[config.mk]
export PLATFORM = sky130hd
export DESIGN_NAME = byte_word_packer
export DESIGN_NICKNAME = d
export VERILOG_FILES = /design/src/rtl/byte_word_packer.sv
export SDC_FILE = /design/constraint.sdc
export NUM_CORES = 1
export LEC_CHECK = 0
export BUFFER_PORTS_ARGS = -buffer_cell sky130_fd_sc_hd__buf_4
export CORE_ASPECT_RATIO = 0.9
export CORE_MARGIN = 5
export CORE_UTILIZATION = 54
export DETAILED_ROUTE_END_ITERATION = 8
export HOLD_SLACK_MARGIN = 0.06
export PLACE_DENSITY_LB_ADDON = 0.08
export REMOVE_ABC_BUFFERS = 1
export SYNTH_ARGS = -nofsm -noshare
export SYNTH_HDL_FRONTEND = slang
export SYNTH_SLANG_ARGS = --single-unit
[constraint.sdc]
create_clock -name clk -period 2.7 [get_ports clk]
set_input_delay 0.135 -clock clk [delete_from_list [all_inputs] [get_ports clk]]
set_output_delay 0.135 -clock clk [all_outputs]
set_load 0.05 [all_outputs]
[src/rtl/byte_word_packer.sv]
// Packs valid bytes into 32-bit little-endian words and buffers them in a first-word-fall-through FIFO.
// Optional macro PACKER_PARITY_EN adds out_parity, a per-lane parity nibble carried with each word.
module byte_word_packer #(
    parameter int DEPTH = 4
) (
    input  logic                     clk,
    input  logic                     rst_n,
    input  logic [7:0]               in_data,
    input  logic                     in_valid,
    input  logic                     flush,
    output logic [31:0]              out_data,
    output logic                     out_valid,
    input  logic                     out_ready,
    output logic [$clog2(DEPTH):0]   out_count,
`ifdef PACKER_PARITY_EN
    output logic [3:0]               out_parity,
`endif
    output logic                     overflow
);

    localparam int PTR_W = $clog2(DEPTH);
    localparam int CNT_W = PTR_W + 1;

    logic [1:0]       bc_q, bc_d;
    logic [23:0]      asm_q, asm_d;
    logic [PTR_W-1:0] wr_ptr_q, wr_ptr_d;
    logic [PTR_W-1:0] rd_ptr_q, rd_ptr_d;
    logic [CNT_W-1:0] count_q, count_d;
    logic             overflow_q, overflow_d;
    logic [31:0]      last_q, last_d;
    logic [31:0]      mem_q [DEPTH];

    logic [31:0]      word_cap;
    logic             push;
    logic             pop;
    logic             wr_en;
    logic             not_empty;
    logic             full;

`ifdef PACKER_PARITY_EN
    logic [3:0]       par_mem_q [DEPTH];
    logic [3:0]       word_par;
`endif

    assign not_empty = (count_q != '0);
    assign full      = (count_q == CNT_W'(DEPTH));

    always_comb begin
        word_cap = {8'h00, asm_q};
        if (in_valid) begin
            word_cap[{bc_q, 3'b000} +: 8] = in_data;
        end

        // A lone flush with no bytes collected has nothing to emit.
        push  = (in_valid && (bc_q == 2'd3)) || (flush && (in_valid || (bc_q != 2'd0)));
        pop   = not_empty && out_ready;
        wr_en = push && (!full || pop);

        asm_d = push ? 24'h0 : word_cap[23:0];
        bc_d  = bc_q;
        if (push) begin
            bc_d = 2'd0;
        end else if (in_valid) begin
            bc_d = bc_q + 2'd1;
        end

        wr_ptr_d = wr_en ? (wr_ptr_q + PTR_W'(1)) : wr_ptr_q;
        rd_ptr_d = pop   ? (rd_ptr_q + PTR_W'(1)) : rd_ptr_q;

        count_d = count_q;
        case ({wr_en, pop})
            2'b10:   count_d = count_q + CNT_W'(1);
            2'b01:   count_d = count_q - CNT_W'(1);
            default: count_d = count_q;
        endcase

        overflow_d = overflow_q | (push & ~wr_en);
        last_d     = pop ? mem_q[rd_ptr_q] : last_q;
    end

    always_ff @(posedge clk or negedge rst_n) begin
        if (!rst_n) begin
            bc_q       <= 2'd0;
            asm_q      <= 24'h0;
            wr_ptr_q   <= '0;
            rd_ptr_q   <= '0;
            count_q    <= '0;
            overflow_q <= 1'b0;
            last_q     <= 32'h0;
        end else begin
            bc_q       <= bc_d;
            asm_q      <= asm_d;
            wr_ptr_q   <= wr_ptr_d;
            rd_ptr_q   <= rd_ptr_d;
            count_q    <= count_d;
            overflow_q <= overflow_d;
            last_q     <= last_d;
        end
    end

    // Storage needs no reset: count_q gates every read of it.
    always_ff @(posedge clk) begin
        if (wr_en) begin
            mem_q[wr_ptr_q] <= word_cap;
        end
    end

    // When empty, out_data keeps showing the most recently popped word.
    assign out_data  = not_empty ? mem_q[rd_ptr_q] : last_q;
    assign out_valid = not_empty;
    assign out_count = count_q;
    assign overflow  = overflow_q;

`ifdef PACKER_PARITY_EN
    assign word_par = {^word_cap[31:24], ^word_cap[23:16], ^word_cap[15:8], ^word_cap[7:0]};

    always_ff @(posedge clk) begin
        if (wr_en) begin
            par_mem_q[wr_ptr_q] <= word_par;
        end
    end

    assign out_parity = not_empty ? par_mem_q[rd_ptr_q] : 4'h0;
`endif

endmodule

==> metrics.md, run 1 <==
| Metric | Value |
|---|---|
| Run status | finished, final reports clean |
| Post-synth EDFFs | 128 |
| Hold slack | 89.19 ps |
| Top Ports | 50 |
| All-Layer GR Usage | 0.1832 |
| FILL cells | 1,072 |
| Residual DRC | 0 |
| Post-route cell area | 9296 µm² |
| Pin count of the biggest net entering global routing | 67 |
| Share of cells above drive strength 1 | 0.3868 |
| Die width | 139.3 µm |
| Worst Path Required | 2570 ps |
| Ys flop type | edfxtp_1 |
| CTS tree | built |
| Yosys reg bits | 194 |
| Maximum vdd drop | 0.0008060 V |
| Post-synthesis sequential area ratio | 0.6763 |
| Crit-path max FO | 11 |
| First-pass GRT wire length | 24,640 µm |
| Total power | 0.01235 W |
| Number of global-route vias before repair | 4,366 |
| RSZ-0062 raised after global routing | false |
| Clk sinks | 194 |
| Setup crit end kind | output port |
| Htree depth | 4 |
| Endpoints failing setup | 0 |
| CTS clk-pin slew, worst paths | 60 ps |
| Final min period | 2478 ps |
| Final cell count without fillers | 715 |
| Worst slew margin | 0.3789 |
| Synth Instances | 438 |
| Grt ovf | 0 |
| Placed Area | 8716 µm² |
| Leakage | 3.528 nW |
| Vias | 4,063 |
| Post-CTS Setup Bufs | 0 |
| Skew-Pair Late Insertion Delay | 420 ps |
| Area growth syn-to-layout | 14.41% |
| Commonest non-fill, non-tap cell in the layout | edfxtp_1 |
| Initial antenna violation count | 0 |
| Synthesized cell area | 8125 µm² |
| Avg Inst Size Synth | 18.55 µm² |
| Commonest non-fill, non-tap cells in the layout | edfxtp_1 (128), dfrtp_1 (65), mux2_2 (63), buf_4 (61), and2_1 (36) |
| Post-synth ARST share | 0.3402 |
| DP Cell Count | 681 |
| Final ANT Viol Nets | 0 |
| Hold_buf cts | 2 |
| Max Freq | 0.4036 GHz |
| Initial core utilization | 0.5522 |
| Slew @ Worst Pin | 931.6 ps |
| Crit path DAT | 2340 ps |
| Port Buffers | 49 |
| DP Wirelength | 9020 µm |
| Die outline height | 126.4 µm |
| Final Hold Fails | 0 |
| Avg WL per Cell | 21.30 µm |
| Total CTS buffers | 17 |
| Dpl ws | 418.6 ps |
| Hold crit path type | input port to register |
| N_diodes | 0 |
| Fin Clk Skew | 9.857 ps |
| Warning count from the yosys run | 0 |
| Clock Tree Buf Depth | 2 |
| CTS root buf | clkbuf_16 |
| CTS resizes | 0 |
| Distinct cell type count after synthesis | 45 |
| Pwr dens | 1329 nW/µm² |
| Initial DRC count | 268 |
| CP startpoint kind | register |
| Worst Setup Slack, final | 222.2 ps |
| Max Slew Vio Count | 0 |
| Final WL | 15,230 µm |
| # nets final | 527 |
| Core footprint | 14,710 µm² |
| Via density | 5.683 |
| Die area | 17,600 µm² |
| Critical path class | register to output port |
| DR pass1 iterations | 4 |
| Routability cong. | 0.8406 |
| Max cap viols | 0 |
| # rows | 42 |
| Final Cycle Share | 0.9177 |
==> cell usage after synthesis, types with 2 or more instances <==
master    instances  share of area
o21ai_0           3         0.0018
nor2_1            6         0.0028
ha_1              9          0.014
xnor2_1           4         0.0043
and2_1           36          0.028
dfrtp_1          66           0.20
buf_12            3         0.0074
mux4_2           32          0.089
buf_2             5         0.0031
mux2_2           63          0.087
mux2_4            2         0.0037
buf_6             9          0.012
clkbuf_1          3         0.0014
a22o_1           24          0.026
nor3_1            4         0.0025
nand2_1           7         0.0032
inv_1             4         0.0018
nand2b_1          2         0.0015
nor2_2            2         0.0015
edfxtp_1        128           0.47
o31ai_1           2         0.0018
==> metrics by stage <==
stage	utilization	TNS [ps]
final	0.6318	0
after global routing	0.6318	0
after CTS	0.6318	0
after detailed placement	0.5923	0
after global placement	0.5923	0
after floorplan	-	-7749
==> critical path: stages, from the launching register on <==
cell and delay [ps]:
dfrtp_2 560, buf_4 320, mux4_2 570, mux2_2 280, buf_4 190
==> report_power, final <==
part           switching [W]  internal, W
combinational        0.00339      0.00221
clock                0.00102      0.00138
sequential          0.000307      0.00406
==> cell type report <==
| class | count | area [µm²] | share of cell area |
|---|---|---|---|
| clock buffer | 21 | 450.4 | 0.04845 |
| clock inverter | 11 | 110.1 | 0.01184 |
| inverter | 4 | 15.01 | 0.001615 |
| multi-input combinational | 220 | 2419 | 0.2602 |
| sequential | 194 | 5497 | 0.5913 |
| tap | 198 | 247.7 | 0.02665 |
| timing repair buffer | 67 | 558.0 | 0.06003 |
==> cell families after synthesis <==
group                      share of synthesized area
xor gates and xnor gates                    0.004311
adders and majority gates                    0.01632
buffers and inverters                        0.02618
DFF                                           0.6763
AOI/OAI and AO/OA                            0.04019
muxes                                         0.1823
and+or+nand+nor                              0.05436
==> path summary, 6_finish.rpt <==
| check | from | endpoint | slack (ps) | cells past startpoint |
|---|---|---|---|---|
| min reg2reg | rd_ptr_q[1] | rd_ptr_q[1] | 470 | 1 |
| min | out_ready | rd_ptr_q[1] | 90 | 3 |
| max in group asynchronous | rst_n | rd_ptr_q[0] | 1640 | 2 |
| min in group asynchronous | rst_n | last_q[28] | 390 | 2 |
| max | rd_ptr_q[0] | out_data[29] | 220 | 4 |
| max reg2reg | bc_q[0] | out_count[2] | 390 | 9 |
==> registers in the layout, indices dropped and copies added (netlist names) <==
register / flops
wr_ptr_q: 2
out_count: 3
mem_q: 128
last_q: 32
bc_q: 2
overflow: 1
asm_q: 24
rd_ptr_q: 2
==> routing by layer <==
metal  global-route usage  routed length, µm  vias up
li1                     -                  -     1833
met1               0.2492               6705     2141
met2               0.3033               7766       79
met3              0.04291                611       10
met4              0.04661                143        0
met5                    0                  0        -
No activity file was read; power rests on OpenSTA's default activity.
==> run 2: changes to the inputs <==
--- a/config.mk
+++ b/config.mk
@@ -10,6 +10,7 @@
 export CORE_MARGIN = 5
 export CORE_UTILIZATION = 54
 export DETAILED_ROUTE_END_ITERATION = 8
+export GPL_TIMING_DRIVEN = 0
 export HOLD_SLACK_MARGIN = 0.06
 export PLACE_DENSITY_LB_ADDON = 0.08
 export REMOVE_ABC_BUFFERS = 1
==> run 2 against run 1 <==
  * Fmax shrank 3.4%
  * Sequential cell count is the same
  * Worst hold slack gained 42 ps
  * Clock power grew 7%
  * Clock-buffer cell count shrank 3
  * Sequential power grew 4%
  * Critical endpoint is now out_count[2]
==> metrics.md, run 2 (synthesis gave the netlist of run 1 again) <==
| Metric | Value |
|---|---|
| Post-route cell area | 9348 µm² |
| Path depth of the worst reg2reg path | 9 |
| Area growth syn-to-layout | 15.04% |
| Routability cong. | 0.7540 |
| Number of flip-flops in the largest register | 128 |
| Top reg by flops | mem_q |
| Initial core utilization | 0.5522 |
| Avg WL per Cell | 20.94 µm |
| Skew-Pair Late Insertion Delay | 430 ps |
| Fin Clk Skew | 9.933 ps |
| Final Cycle Share | 0.9500 |
| Final Hold Fails | 0 |
| Clk sinks | 194 |
| CP max stage delay | 460 ps |
| Worst hold path depth | 3 |
| Core footprint | 14,710 µm² |
| Final min period | 2565 ps |
| First-pass GRT wire length | 24,020 µm |
| Pin count of the biggest net entering global routing | 67 |
| # rows | 42 |
| Max Freq | 0.3898 GHz |
| Residual DRC | 0 |
| Commonest non-fill, non-tap cell in the layout | edfxtp_1 |
| Final ANT Viol Nets | 0 |
| Reg2Reg Setup Slack | 130 ps |
| Die width | 139.3 µm |
| FILL cells | 1,037 |
| Post-layout util | 0.6353 |
| DP Cell Count | 671 |
| FF/Latch Area | 5503 µm² |
| Top Ports | 50 |
| RSZ-0062 raised after global routing | false |
| Pwr dens | 1338 nW/µm² |
| Crit path DAT | 2920 ps |
| Setup crit end kind | register |
| Slew @ Worst Pin | 1126 ps |
| All-Layer GR Usage | 0.1801 |
| Htree depth | 4 |
| Dpl ws | -324.3 ps |
| DR pass1 iterations | 4 |
| Maximum vdd drop | 0.0008955 V |
| Critical path, cell by cell | inv_1, ha_1, nor2b_4, or2_1, nor2_1, fa_1, nand2b_1, o32a_1, o221ai_2 |
| Die outline height | 126.4 µm |
| Largest regs | mem_q x128, last_q x32, asm_q x24 |
| Clock Tree Buf Depth | 2 |
| Final WL | 14,800 µm |
| Total CTS buffers | 17 |
| Final cell count without fillers | 707 |
| Endpoints failing setup | 0 |
| HP Start | flush |
| Terminus of the critical flop-to-flop path | out_count[2] |
| Die area | 17,600 µm² |
| Via density | 5.716 |
| Number of global-route vias before repair | 4,270 |
| Placed Area | 8680 µm² |
| WHS Endpoint | bc_q[1] |
| Leakage | 3.529 nW |
| Vias | 4,041 |
| RR Startpoint | bc_q[0] |
| Run status | finished, final reports clean |
| Max Slew Vio Count | 0 |
| Crit-path max FO | 7 |
| N_diodes | 0 |
| # nets final | 519 |
| Hold crit path type | input port to register |
| Grt ovf | 0 |
| Crit-path slowest cell | dfrtp_2 |
| Worst Setup Slack, final | 134.9 ps |
| Critical path class | register to register |
| CTS clk-pin slew, worst paths | 70 ps |
| Area used by multi-input combinational logic | 2437 µm² |
| Initial antenna violation count | 0 |
| Max cap viols | 0 |
| CTS tree | built |
| Initial DRC count | 211 |
| Port Buffers | 49 |
| Commonest non-fill, non-tap cells in the layout | edfxtp_1 (128), mux2_2 (63), dfrtp_1 (62), buf_4 (50) |
| Share of cells above drive strength 1 | 0.4008 |
| Worst Path Required | 3050 ps |
| DP Wirelength | 9102 µm |
| Worst slew margin | 0.2437 |
| CP startpoint kind | register |
| CTS root buf | clkbuf_16 |
## run 2: cell count changes in the layout (fill, tap and decap cells not counted), sizes merged
cell	before	now
buf	65	56
clkbuf	21	18
bufinv	2	3
clkinv	6	7
clkinvlp	1	2
dlygate4sd3	2	3
## run 2: layout make-up
type / count / share of cell area
sequential: 194 / 0.5887
multi-input combinational: 220 / 0.2607
timing repair buffer: 59 / 0.05702
clock buffer: 18 / 0.04591
tap: 198 / 0.02650
clock inverter: 14 / 0.01954
inverter: 4 / 0.001606
## run 2: routing by layer
layer,track usage,wire length [µm]
met5,0,0
met1,0.2395,6618
met3,0.05006,539
met4,0.05121,150
met2,0.2956,7492
## run 2: how the worst max path moves through the flow
stage | start | depth (start not counted) | endpoint | slack, ps
after floorplan | out_count[0] | 6 | out_count[1] | -740
after global routing | out_count[2] | 8 | out_count[2] | 20
after global placement | bc_q[0] | 6 | mem_q[0][12] | -1000
after detailed placement | out_count[0] | 8 | out_count[2] | -320
after CTS | rd_ptr_q[0] | 4 | out_data[1] | 9
final | bc_q[0] | 9 | out_count[2] | 130
## run 2: where the power goes
| part | internal [W] | switching (W) |
|---|---|---|
| clock network | 0.00147 | 0.00109 |
| logic | 0.00221 | 0.00319 |
| registers | 0.00406 | 0.000484 |
| total | 0.00774 | 0.00477 |
## run 2: critical path: cells and delay by family (launching register included)
kind	cells	cell delay, ps
and+or+nand+nor	4	760
adders and majority gates	2	650
buffers and inverters	1	150
DFF	1	460
AOI/OAI and AO/OA	2	450
## run 2: repair_timing
item | 4_1_cts | 5_1_grt
pin swaps | 1 | 2
cloned | 0 | 0
gates resized for setup | 4 | 3
endpoints found under the setup margin | 130 | 118
hold buffers | 3 | 0
buffers inserted | 1 | 0
hold endpoints to repair | 69 | 0
## run 2: stage by stage
step | hold WS (ps) | total power, W | setup TNS, ps
floorplan | -160.6 | 0.008445 | -7749
global placement | 329.3 | 0.009822 | -161140
detailed placement | 339.8 | 0.01005 | -24140
CTS | 102.3 | 0.01265 | 0
global route | 114.9 | 0.01311 | 0
finish | 130.8 | 0.01251 | 0
==> run 3: changes to the inputs <==
--- a/config.mk
+++ b/config.mk
@@ -8,7 +8,7 @@
 export BUFFER_PORTS_ARGS = -buffer_cell sky130_fd_sc_hd__buf_4
 export CORE_ASPECT_RATIO = 0.9
 export CORE_MARGIN = 5
-export CORE_UTILIZATION = 54
+export CORE_UTILIZATION = 30
 export DETAILED_ROUTE_END_ITERATION = 8
 export GPL_TIMING_DRIVEN = 0
 export HOLD_SLACK_MARGIN = 0.06
==> run 3 against run 2 <==
  * Clock skew rose by 6.2 ps
  * Utilization fell by 27 points
  * Clock power rose by 5%
  * Via count rose by 0.79%
  * Worst hold slack got worse by 24 ps
  * Highest routed layer unchanged
  * Largest power group unchanged
  * Critical endpoint is now out_data[1]
  * Global-route usage fell by 5.5 points
  * Non-clock buffer count rose by 5
  * Sequential cell count did not move
==> metrics.md, run 3 (synthesis gave the netlist of run 1 again) <==
| Metric | Value |
|---|---|
| FILL cells | 2,605 |
| Leakage | 3.586 nW |
| Worst hold path depth | 3 |
| Grt ovf | 0 |
| All-Layer GR Usage | 0.1247 |
| Final ANT Viol Nets | 0 |
| Reg2Reg Setup Slack | 200 ps |
| RR Startpoint | out_count[0] |
| Fin Clk Skew | 16.16 ps |
| Routability cong. | 0.7073 |
| Clk sinks | 194 |
| Final WL | 18,220 µm |
| First-pass GRT wire length | 27,910 µm |
| Largest regs | mem_q x128, last_q x32, asm_q x24 |
| Endpoints failing setup | 0 |
| DR pass1 iterations | 4 |
| Critical path class | register to output port |
| Post-route cell area | 9669 µm² |
| Pin count of the biggest net entering global routing | 67 |
| Initial antenna violation count | 0 |
| CTS clk-pin slew, worst paths | 70 ps |
| Commonest non-fill, non-tap cell in the layout | edfxtp_1 |
| Critical path, cell by cell | buf_12, mux4_2, mux2_2, buf_4 |
| Terminus of the critical flop-to-flop path | out_count[2] |
| Initial DRC count | 247 |
| N_diodes | 0 |
| # nets final | 525 |
| Placed Area | 8887 µm² |
| WHS Endpoint | rd_ptr_q[1] |
| Top reg by flops | mem_q |
| Port Buffers | 49 |
| CP max stage delay | 700 ps |
| Commonest non-fill, non-tap cells in the layout | edfxtp_1 (128), mux2_2 (63), dfrtp_1 (63), buf_4 (51) |
| Crit-path slowest cell | dfrtp_4 |
| Die outline height | 166.1 µm |
| DP Wirelength | 10,750 µm |
| Final min period | 2546 ps |
| Max Slew Vio Count | 0 |
| Final Cycle Share | 0.9429 |
| CP startpoint kind | register |
| CTS root buf | clkbuf_16 |
| Worst Path Required | 2570 ps |
| Skew-Pair Late Insertion Delay | 430 ps |
| Crit path DAT | 2410 ps |
| Path depth of the worst reg2reg path | 8 |
| Die area | 30,480 µm² |
| Run status | finished, final reports clean |
| Core footprint | 26,820 µm² |
| Final Hold Fails | 0 |
| Max cap viols | 0 |
| CTS tree | built |
| Initial core utilization | 0.3030 |
| Buf/Inv on CP | 2 |
| # rows | 57 |
| Max Freq | 0.3928 GHz |
| Residual DRC | 0 |
| Die width | 183.5 µm |
| Avg WL per Cell | 20.96 µm |
| RSZ-0062 raised after global routing | false |
| HP Start | out_ready |
| Top Ports | 50 |
| WP depth | 4 |
| Total CTS buffers | 17 |
| Area growth syn-to-layout | 19.00% |
| Worst slew margin | 0.3443 |
| Total power | 0.01289 W |
| Hold slack | 106.6 ps |
| Crit-path max FO | 18 |
| Slew @ Worst Pin | 983.6 ps |
| Vias | 4,073 |
| Number of flip-flops in the largest register | 128 |
| Htree depth | 4 |
| Hold crit path type | input port to register |
| Clock Tree Buf Depth | 2 |
| Top delay family on crit path | multiplexers |
| Setup crit end kind | output port |
| Share of cells above drive strength 1 | 0.4097 |
| Maximum vdd drop | 0.0008072 V |
| Pwr dens | 1333 nW/µm² |
| Via density | 4.687 |
| Number of global-route vias before repair | 4,438 |
[run 3: timing repair]
action	CTS	global route
endpoints found under the setup margin	179	1
cloned	1	0
resized for setup	10	2
pin swaps	6	1
setup buffers	5	1
hold endpoints to repair	68	0
hold buffers	2	0
[run 3: tightest hold or removal path: stages]
cell and delay [ps]:
buf_4 190, nand3_1 110, xnor2_1 70
[run 3: power by group]
part	total [W]	switching [W]	internal, W
clock	0.00270	0.00111	0.00158
combinational	0.00571	0.00339	0.00231
sequential	0.00449	0.000428	0.00406
[run 3: worst max-delay path by stage]
stage	to	slack, ps	from
6_report	out_data[1]	150	rd_ptr_q[0]
2_1_floorplan	out_count[1]	-740	out_count[0]
5_1_grt	out_data[9]	6	rd_ptr_q[0]
3_3_place_gp	mem_q[1][11]	-1250	bc_q[0]
4_1_cts	out_count[2]	8	out_count[0]
3_5_place_dp	mem_q[0][11]	-490	bc_q[0]
[run 3: cell type report]
class | count | area [µm²] | area share
multi-input cells | 221 | 2461 | 0.2545
flip-flops and latches | 194 | 5502 | 0.5690
clock inverters | 12 | 178.9 | 0.01850
clock buffers | 20 | 446.7 | 0.04620
well taps | 354 | 442.9 | 0.04581
repair buffers | 64 | 623.1 | 0.06444
inverters | 4 | 15.01 | 0.001553
[run 3: metrics by stage]
step / instances / util / setup TNS (ps) / setup WS [ps]
floorplan: 418 / - / -7749 / -741.4
global placement: 821 / 0.3259 / -206430 / -1248
detailed placement: 828 / 0.3314 / -51930 / -487.4
CTS: 868 / 0.3600 / 0 / 8.075
global route: 869 / 0.3606 / 0 / 6.203
finish: 869 / 0.3606 / 0 / 154.2
[run 3: layer usage]
layer,vias up,GRT usage,share of wire
li1,1837,-,-
met5,-,0,0
met3,16,0.02584,0.024
met1,2176,0.1722,0.48
met2,44,0.1974,0.48
met4,0,0.04016,0.015
